--- src/rtl/div_pkg.sv ---
// Shared types and constants for the iterative EX-stage divider.
// Op encodings, FSM states and the divide-by-zero quotient value.
package div_pkg;

    typedef enum logic [1:0] {
        OP_DIV  = 2'b00,
        OP_DIVU = 2'b01,
        OP_MOD  = 2'b10,
        OP_MODU = 2'b11
    } div_op_e;

    typedef enum logic [1:0] {
        IDLE = 2'b00,
        PREP = 2'b01,
        CALC = 2'b10,
        DONE = 2'b11
    } div_state_e;

    localparam logic [31:0] DIV_BY_ZERO_Q = 32'hFFFF_FFFF;

    // Magnitude of a value, treating it as two's complement only if sgn.
    function automatic logic [31:0] mag32(
        input logic [31:0] v,
        input logic        sgn
    );
        return (sgn && v[31]) ? (~v + 32'd1) : v;
    endfunction

endpackage

--- src/rtl/div_step.sv ---
// One radix-2 restoring division iteration.
// Shifts the combined remainder/quotient register and trial-subtracts.
module div_step #(
    parameter int XLEN = 32
) (
    input  logic [2*XLEN-1:0] rem,
    input  logic [XLEN-1:0]   divisor,
    output logic [2*XLEN-1:0] rem_next,
    output logic              q_bit
);

    logic [XLEN:0]     upper;
    logic [XLEN-1:0]   diff;
    logic [2*XLEN-1:0] shifted;

    // Upper half after the shift can need one extra bit.
    assign upper   = rem[2*XLEN-1:XLEN-1];
    assign shifted = {rem[2*XLEN-2:0], 1'b0};
    assign q_bit   = (upper >= {1'b0, divisor});
    // When the trial succeeds the difference is below the divisor,
    // so the low XLEN bits are exact.
    assign diff    = upper[XLEN-1:0] - divisor;

    // Keep the subtraction only when it did not go negative.
    always_comb begin
        rem_next = shifted;
        if (q_bit) begin
            rem_next = {diff, shifted[XLEN-1:0]};
        end
    end

endmodule

--- src/rtl/fu_div.sv ---
// Iterative 32-bit divider for the EX stage.
// Holds the pipeline via div_stall until the registered result is ready.
module fu_div
    import div_pkg::*;
#(
    parameter int XLEN = 32,
    parameter int ITER = 32
) (
    input  logic            clk,
    input  logic            rst,
    input  logic            stall,
    input  logic            flush,
    input  logic            EX_div_en,
    input  logic [1:0]      EX_div_op,
    input  logic [XLEN-1:0] EX_div_src1,
    input  logic [XLEN-1:0] EX_div_src2,
    output logic            div_stall,
    output logic            EX_div_done,
    output logic [XLEN-1:0] EX_div_result
);

    div_state_e        state;
    div_op_e           op_q;
    logic [XLEN-1:0]   s1_q;
    logic [XLEN-1:0]   s2_q;
    logic [XLEN-1:0]   dvsr_q;
    logic [XLEN-1:0]   result_q;
    logic [2*XLEN-1:0] rem_q;
    logic [5:0]        cnt_q;
    logic              q_neg;
    logic              r_neg;
    logic              done_q;

    logic              sgn_op;
    logic [XLEN-1:0]   mag1;
    logic [XLEN-1:0]   mag2;
    logic [XLEN-1:0]   zero_res;
    logic [2*XLEN-1:0] step_rem;
    logic              step_q;
    logic [2*XLEN-1:0] fin;
    logic [XLEN-1:0]   quo;
    logic [XLEN-1:0]   rmd;
    logic [XLEN-1:0]   calc_res;

    assign sgn_op   = ~op_q[0];
    assign mag1     = mag32(s1_q, sgn_op);
    assign mag2     = mag32(s2_q, sgn_op);
    assign zero_res = op_q[1] ? s1_q : DIV_BY_ZERO_Q;

    div_step #(
        .XLEN     (XLEN)
    ) u_step (
        .rem      (rem_q),
        .divisor  (dvsr_q),
        .rem_next (step_rem),
        .q_bit    (step_q)
    );

    assign fin = step_rem | {{(2*XLEN-1){1'b0}}, step_q};

    // Sign-correct the final step so the result is ready on DONE entry.
    always_comb begin
        quo = fin[XLEN-1:0];
        rmd = fin[2*XLEN-1:XLEN];
        if (q_neg) begin
            quo = ~quo + 1'b1;
        end
        if (r_neg) begin
            rmd = ~rmd + 1'b1;
        end
        calc_res = op_q[1] ? rmd : quo;
    end

    // Control FSM plus datapath registers; flush overrides everything.
    always_ff @(posedge clk or posedge rst) begin
        if (rst) begin
            state    <= IDLE;
            op_q     <= OP_DIV;
            s1_q     <= '0;
            s2_q     <= '0;
            dvsr_q   <= '0;
            rem_q    <= '0;
            cnt_q    <= '0;
            q_neg    <= 1'b0;
            r_neg    <= 1'b0;
            done_q   <= 1'b0;
            result_q <= '0;
        end else if (flush) begin
            state  <= IDLE;
            done_q <= 1'b0;
        end else begin
            unique case (state)
                IDLE: begin
                    if (EX_div_en) begin
                        s1_q  <= EX_div_src1;
                        s2_q  <= EX_div_src2;
                        op_q  <= div_op_e'(EX_div_op);
                        state <= PREP;
                    end
                end
                PREP: begin
                    rem_q  <= {{XLEN{1'b0}}, mag1};
                    dvsr_q <= mag2;
                    q_neg  <= sgn_op & (s1_q[XLEN-1] ^ s2_q[XLEN-1]);
                    r_neg  <= sgn_op & s1_q[XLEN-1];
                    cnt_q  <= '0;
                    if (s2_q == '0) begin
                        result_q <= zero_res;
                        done_q   <= 1'b1;
                        state    <= DONE;
                    end else begin
                        state <= CALC;
                    end
                end
                CALC: begin
                    rem_q <= fin;
                    cnt_q <= cnt_q + 6'd1;
                    if (cnt_q == 6'(ITER - 1)) begin
                        result_q <= calc_res;
                        done_q   <= 1'b1;
                        state    <= DONE;
                    end
                end
                DONE: begin
                    if (!stall) begin
                        done_q <= 1'b0;
                        state  <= IDLE;
                    end
                end
                default: state <= IDLE;
            endcase
        end
    end

    assign div_stall     = EX_div_en & (state != DONE) & ~flush;
    assign EX_div_done   = done_q;
    assign EX_div_result = result_q;

endmodule

--- config.mk ---
export PLATFORM = sky130hd
export DESIGN_NAME = fu_div
export DESIGN_NICKNAME = d
export VERILOG_FILES = /design/src/rtl/div_pkg.sv /design/src/rtl/div_step.sv /design/src/rtl/fu_div.sv
export SDC_FILE = /design/constraint.sdc
export NUM_CORES = 1
export LEC_CHECK = 0
export CORE_AREA = 3 3 163 165
export DETAILED_ROUTE_END_ITERATION = 8
export DIE_AREA = 0 0 166 168
export GPL_TIMING_DRIVEN = 0
export PLACE_DENSITY = 0.78
export SLEW_MARGIN = 20
export SYNTH_ARGS = -nofsm -noshare
export SYNTH_HDL_FRONTEND = slang
export SYNTH_SLANG_ARGS = --single-unit
--- constraint.sdc ---
create_clock -name clk -period 7.9 [get_ports clk]
set_clock_uncertainty 0.2 [all_clocks]
set_input_delay 1.58 -clock clk [delete_from_list [all_inputs] [get_ports clk]]
set_output_delay 1.58 -clock clk [all_outputs]
set_load 0.005 [all_outputs]
Word-level counts from Yosys, hierarchy flattened
Index checks and enable logic that the tools add are counted.
- input port bits: 71
- latch bits: 0
- bits in read-only memories: 0
- register bits after elaboration: 205
- memories kept: 0
- logic and storage cells: 76
- memory bits (writable): 0
- add/sub/neg operators: 6
- mux-type cells: 23
- bitwise logic cells: 12
- shifts and indexed selects: 0
- $mul: 0
- equality and inequality tests: 11
- magnitude comparators: 1
- div/mod/pow operators: 0
- reductions and logical operators: 12
- operator list (cell ; number):
    32-bit 2-to-1 mux ; 8
    32-bit by 1-bit adder with 32-bit output, second input constant ; 4
    32-bit inverter ; 4
    64-bit one-hot mux with 2 select lines ; 1
    64-bit 2-to-1 mux ; 1
    64-bit by 1-bit bitwise OR with 64-bit output ; 1
    32-bit one-hot mux with 2 select lines ; 1
    33-bit by 32-bit >= comparator with 1-bit output ; 1
    32-bit logical NOT ; 1
    32-bit subtractor ; 1
    3-bit inequality test, second input constant ; 4
    6-bit one-hot mux with 2 select lines ; 1
    2-bit 2-to-1 mux ; 4
    2-bit one-hot mux with 4 select lines ; 1
    4-bit AND reduction ; 2
    6-bit by 1-bit adder with 6-bit output, second input constant ; 1
    6-bit by 5-bit equality test with 1-bit output, second input constant ; 1
    2-bit inequality test, second input constant ; 3
    3-bit AND reduction ; 2
    1-bit 2-to-1 mux ; 5
    1-bit AND ; 4
    2-bit equality test, second input constant ; 2
    2-bit AND reduction ; 2
    4-bit nonzero test ; 1
    7 further kinds ; 9

Depth between registers and ports, before layout
- depth after elaboration: 9
- depth in mapped cells: 24
- mapped depth without buffers: 20

Cells and area by module
Synthesis repeated with hierarchy kept, for this count alone.
- cell total of the unflattened synthesis: 1623
- area, all modules: 13963.4 sq um
- by module, submodules not included (module ; sequential area each (sq um) ; area each (sq um) ; cells an instance ; times used):
    fu_div ; 5129.9 ; 11419.7 ; 1242 ; 1
    div_step ; 0.0 ; 2543.7 ; 381 ; 1

Worst setup path after synthesis
OpenSTA, ideal clock, no wires.
- path type: reg-to-reg
- start point: register rem_q[53]
- end point: register result_q[26], in the netlist EX_div_result[26]
- data required time: 7.623 ns
- cell stages (with the launch flop): 19
- period minus slack after synthesis: 4.743 ns
- path slack: 3.157 ns
- path buffers: 3
- setup time: 0.077 ns
- arrival time: 4.466 ns
- cells stage by stage: dfrtp_1 -> ha_1 -> a21o_1 -> a21o_1 -> a221o_1 -> or3_1 -> o21ba_1 -> buf_6 -> buf_6 -> buf_2 -> mux2i_1 -> ha_1 -> nor4bb_1 -> and4b_4 -> o21ai_2 -> nor4_4 -> mux2i_1 -> a211o_1 -> o21ai_1
- cells in the longest elaborated chain, start to end: 9
- elaborated cells between the ends (all ways): 13
- RTL lines (element ; RTL line ; text):
    from (decl) ; fu_div.sv:28 ; logic [2*XLEN-1:0] rem_q;
    from (signal assigned) ; fu_div.sv:102 ; rem_q <= {{XLEN{1'b0}}, mag1};
    from (signal assigned) ; fu_div.sv:116 ; rem_q <= fin;
    32-bit subtractor or 33-bit by 32-bit >= comparator with 1-bit output (tied branches) ; div_step.sv:22, div_step.sv:19 ;
    64-bit 2-to-1 mux ; div_step.sv:27 ; if (q_bit) begin
    64-bit by 1-bit bitwise OR with 64-bit output * ; fu_div.sv:59 ; assign fin = step_rem | {{(2*XLEN-1){1'b0}}, step_q};
    32-bit inverter ; fu_div.sv:69 ; rmd = ~rmd + 1'b1;
    32-bit by 1-bit adder with 32-bit output ; fu_div.sv:69 ;
    32-bit 2-to-1 mux ; fu_div.sv:68 ; if (r_neg) begin
    32-bit 2-to-1 mux * ; fu_div.sv:71 ; calc_res = op_q[1] ? rmd : quo;
    32-bit 2-to-1 mux * ; fu_div.sv:118 ; if (cnt_q == 6'(ITER - 1)) begin
    32-bit one-hot mux with 2 select lines * ; fu_div.sv:92 ; unique case (state)
    to (signal assigned) ; fu_div.sv:108 ; result_q <= zero_res;
    to (signal assigned) ; fu_div.sv:119 ; result_q <= calc_res;
    to (decl) ; fu_div.sv:27 ; logic [XLEN-1:0] result_q;
Mark *: on every way between the ends. The rest lies on a longest branch, timed or not. The select of a mux whose other input is x is not followed.
A chain may end at the register's enable or synchronous reset.

Worst setup path in the final report
- start point: register rem_q[34]
- end point: register result_q[20], in the netlist EX_div_result[20]
The elaborated chain is that of the path after synthesis.

==> flow_metrics.env <==
export IMPL_antenna_cells=0
export IMPL_post_route_drc_count=0
export IMPL_r2r_cells=18
export IMPL_numCtsBuffers=23
export IMPL_via_per_inst=6.28
export IMPL_crit_chain="ha_1, nand4_1, nor4_1, a31o_2, or3_1, o21ba_1, buf_6, buf_6, buf_2, mux2i_1, ha_1, nor4bb_1, and4b_4, o221ai_1, o31ai_1, xor2_1, o221ai_1, o21ai_1"
export IMPL_r2r_end="EX_div_result[20]$_DFFE_PP0P_"
export IMPL_fin_crit_sh=0.784
export IMPL_firstDrtPassIters=5
export IMPL_worstHoldPathType="reg2reg"
export IMPL_cap_violations=0
export IMPL_hold_viol=0
export IMPL_min_from="dvsr_q[4]$_DFFE_PP0P_"
export IMPL_syn_nets=1724
export IMPL_yosysMostFrequentCell="nand2_1"
export IMPL_synth_edf_count=0
export IMPL_worstMarginPinSlew_ps=1240
export IMPL_criticalPathCategory="reg2reg"
export IMPL_antenna_found_initial=1
export IMPL_io_pins=105
export IMPL_ys_types=78
export IMPL_clk_latency_ps=530
export IMPL_coreArea_mm2=0.0252
export IMPL_synth_ff_type="dfrtp_1"
export IMPL_grt_pass1_vias=12400
export IMPL_slew_headroom=0.166
export IMPL_tritoncts="built"
export IMPL_synth_top_area_share=0.372
export IMPL_setup_violations=0
export IMPL_wl_um=44000
export IMPL_rsz0062_at_grt="no"
export IMPL_synth_seq_cells=205
export IMPL_grt_pass1_wl_um=69000
export IMPL_cts_repair_resized=0
export IMPL_die_area_mm2=0.0279
export IMPL_p_total_w=0.00640
export IMPL_num_vias=13100
export IMPL_ant_nets=0
export IMPL_required_ps=8150
export IMPL_fin_nets=1853
export IMPL_crit_slowest_cell="nor4_1"
export IMPL_yosysTopAreaCell="dfrtp_1"
export IMPL_drv_slew=0
export IMPL_fmax_mhz=162
export IMPL_htreeDepth=1
export IMPL_grt_max_degree=107
export IMPL_io_buffers=103
export IMPL_grtUsageTotal=0.307
export IMPL_drive_gt1_frac=0.0803
export IMPL_holdBufCountCts=0
export IMPL_seq_area_frac_synth=0.372
export IMPL_synth_cells=1611
export IMPL_hold_depth=2
export IMPL_synth_area_top_cells="dfrtp_1 (37%), o21ai_0 (7.0%), nand2_1 (5.6%)"
export IMPL_synthArstFlopShare=1.00
export IMPL_initialDrtViolationCount=1454
export IMPL_cts_setup_buffers=0
export IMPL_initial_core_util=0.548
export IMPL_r2r_start="rem_q[34]$_DFFE_PP0P_"
export IMPL_worstPathMaxFanout=10
export IMPL_netlist_area_mm2=0.0138
export IMPL_yosys_warnings=0
export IMPL_min_to="dvsr_q[4]$_DFFE_PP0P_"
export IMPL_detail_route_wl_per_cell_um=21.1
export IMPL_area_delta_synth_final_pct=15.9
export IMPL_end_kind="register"
export IMPL_grt_overflow=0
export IMPL_setup_tns_ps=0
export IMPL_start_kind="register"
export IMPL_fp_dieW_um=166
export IMPL_power_density_mw_per_mm2=400
export IMPL_period_needed_ps=6190
export IMPL_gp_congestion=0.989
export IMPL_regToRegSetupSlack_ps=1710
export IMPL_numClockSinks=205
export IMPL_fillCellCount=2156
export IMPL_post_dp_hpwl_um=33500
export IMPL_cpPeakStageDelay_ps=780
export IMPL_die_h_um=168
export IMPL_ir_drop_mv=0.232
export IMPL_cts_max_path_buffers=3
export IMPL_rows=58
export IMPL_clkTransAtPathRegs_ps=60
export IMPL_root_buffer="clkbuf_16"
export IMPL_critPathArrivalTime_ps=6440
export IMPL_synth_common_cells="nand2_1 (207), dfrtp_1 (205), o21ai_0 (193)"
export IMPL_power_leakage_nw=6.59
export IMPL_synth_area_per_cell_um2=8.57
export IMPL_status="finished clean"
==> cell type report <==
| class | instances | area [µm²] | share of cell area |
|---|---|---|---|
| Buffer | 87 | 365 | 0.0228 |
| Clock buffer | 30 | 632 | 0.0395 |
| Clock inverter | 10 | 88.8 | 0.00555 |
| Inverter | 56 | 230 | 0.0144 |
| Multi-Input combinational cell | 1263 | 8080 | 0.505 |
| Sequential cell | 205 | 5130 | 0.321 |
| Tap cell | 330 | 413 | 0.0258 |
| Timing Repair Buffer | 104 | 1060 | 0.0662 |
==> critical path, delay by kind of cell, from the launching register on <==
| family | cells | cell delay (ps) |
|---|---|---|
| buf+inv | 3 | 710 |
| mux | 1 | 400 |
| simple gates | 5 | 1970 |
| fa+ha+maj | 2 | 720 |
| compound gates | 6 | 1330 |
| xor+xnor | 1 | 300 |
| flops | 1 | 470 |
==> worst max-delay path by stage <==
stage / from / end
finish: rem_q[34]$_DFFE_PP0P_ / EX_div_result[20]$_DFFE_PP0P_
global route: rem_q[34]$_DFFE_PP0P_ / EX_div_result[20]$_DFFE_PP0P_
CTS: rem_q[34]$_DFFE_PP0P_ / EX_div_result[20]$_DFFE_PP0P_
detailed placement: rem_q[34]$_DFFE_PP0P_ / EX_div_result[20]$_DFFE_PP0P_
global placement: rst / dvsr_q[24]$_DFFE_PP0P_
floorplan: rst / EX_div_done$_DFFE_PP0P_
==> flip-flops by register name, summed over array words and instances (netlist names) <==
register	count
dvsr_q	32
s2_q	32
q_neg	1
op_q	2
r_neg	1
s1_q	32
EX_div_done	1
rem_q	64
cnt_q	6
state	2
EX_div_result	32
==> where the power goes <==
group	total, W	switching (W)	internal [W]
sequential	0.00199	0.000511	0.00148
combinational	0.00336	0.00201	0.00136
clock	0.00105	0.000449	0.000596
==> layout by cell type, fill, tap and decap left out, types with 7 or more instances in the layout <==
cell type / synthesis / layout
a31oi_1: 9 / 9
ha_1: 41 / 41
inv_1: 54 / 53
nor4_1: 15 / 15
mux2_2: 66 / 66
o31ai_1: 21 / 21
o211ai_1: 14 / 14
a21oi_1: 132 / 132
clkbuf_1: 69 / 73
nand2_1: 207 / 207
o221ai_1: 7 / 7
o41ai_1: 14 / 14
or3_1: 19 / 19
buf_2: 13 / 13
clkbuf_16: 0 / 23
nor2_1: 113 / 113
xor2_1: 76 / 76
a221oi_1: 9 / 9
a211oi_1: 9 / 9
xnor2_1: 60 / 60
mux2i_1: 37 / 37
nand2b_1: 19 / 19
o21ai_0: 193 / 193
nand4_1: 19 / 19
nor2b_1: 7 / 7
clkdlybuf4s50_1: 0 / 103
nand3_1: 21 / 21
o21ai_1: 8 / 8
a21o_1: 10 / 10
nor3_1: 34 / 34
dfrtp_1: 205 / 205
==> logic make-up after synthesis <==
kind of cell / share of synthesized area
simple gates: 0.169
compound gates: 0.210
flops: 0.372
buf+inv: 0.0426
xor+xnor: 0.0863
mux: 0.0823
fa+ha+maj: 0.0386
==> metal layers <==
layer,global-route usage,wire length [µm],vias up
li1,-,-,6033
met1,0.453,19300,6300
met2,0.470,19100,665
met3,0.0540,4300,94
met4,0.0796,1180,0
met5,0,0,-
==> stage by stage <==
stage | setup WS [ps] | area [µm²] | utilization | std cells | hold WS, ps
global placement | -2010 | 15200 | 0.605 | 2044 | 261
CTS | 1880 | 16000 | 0.635 | 2085 | 286
global route | 1430 | 16000 | 0.635 | 2085 | 298
finish | 1710 | 16000 | 0.635 | 2085 | 280
floorplan | 524 | 13800 | - | 1611 | 250
detailed placement | 1930 | 15300 | 0.607 | 2045 | 270
(Power assumes the default switching activity.)
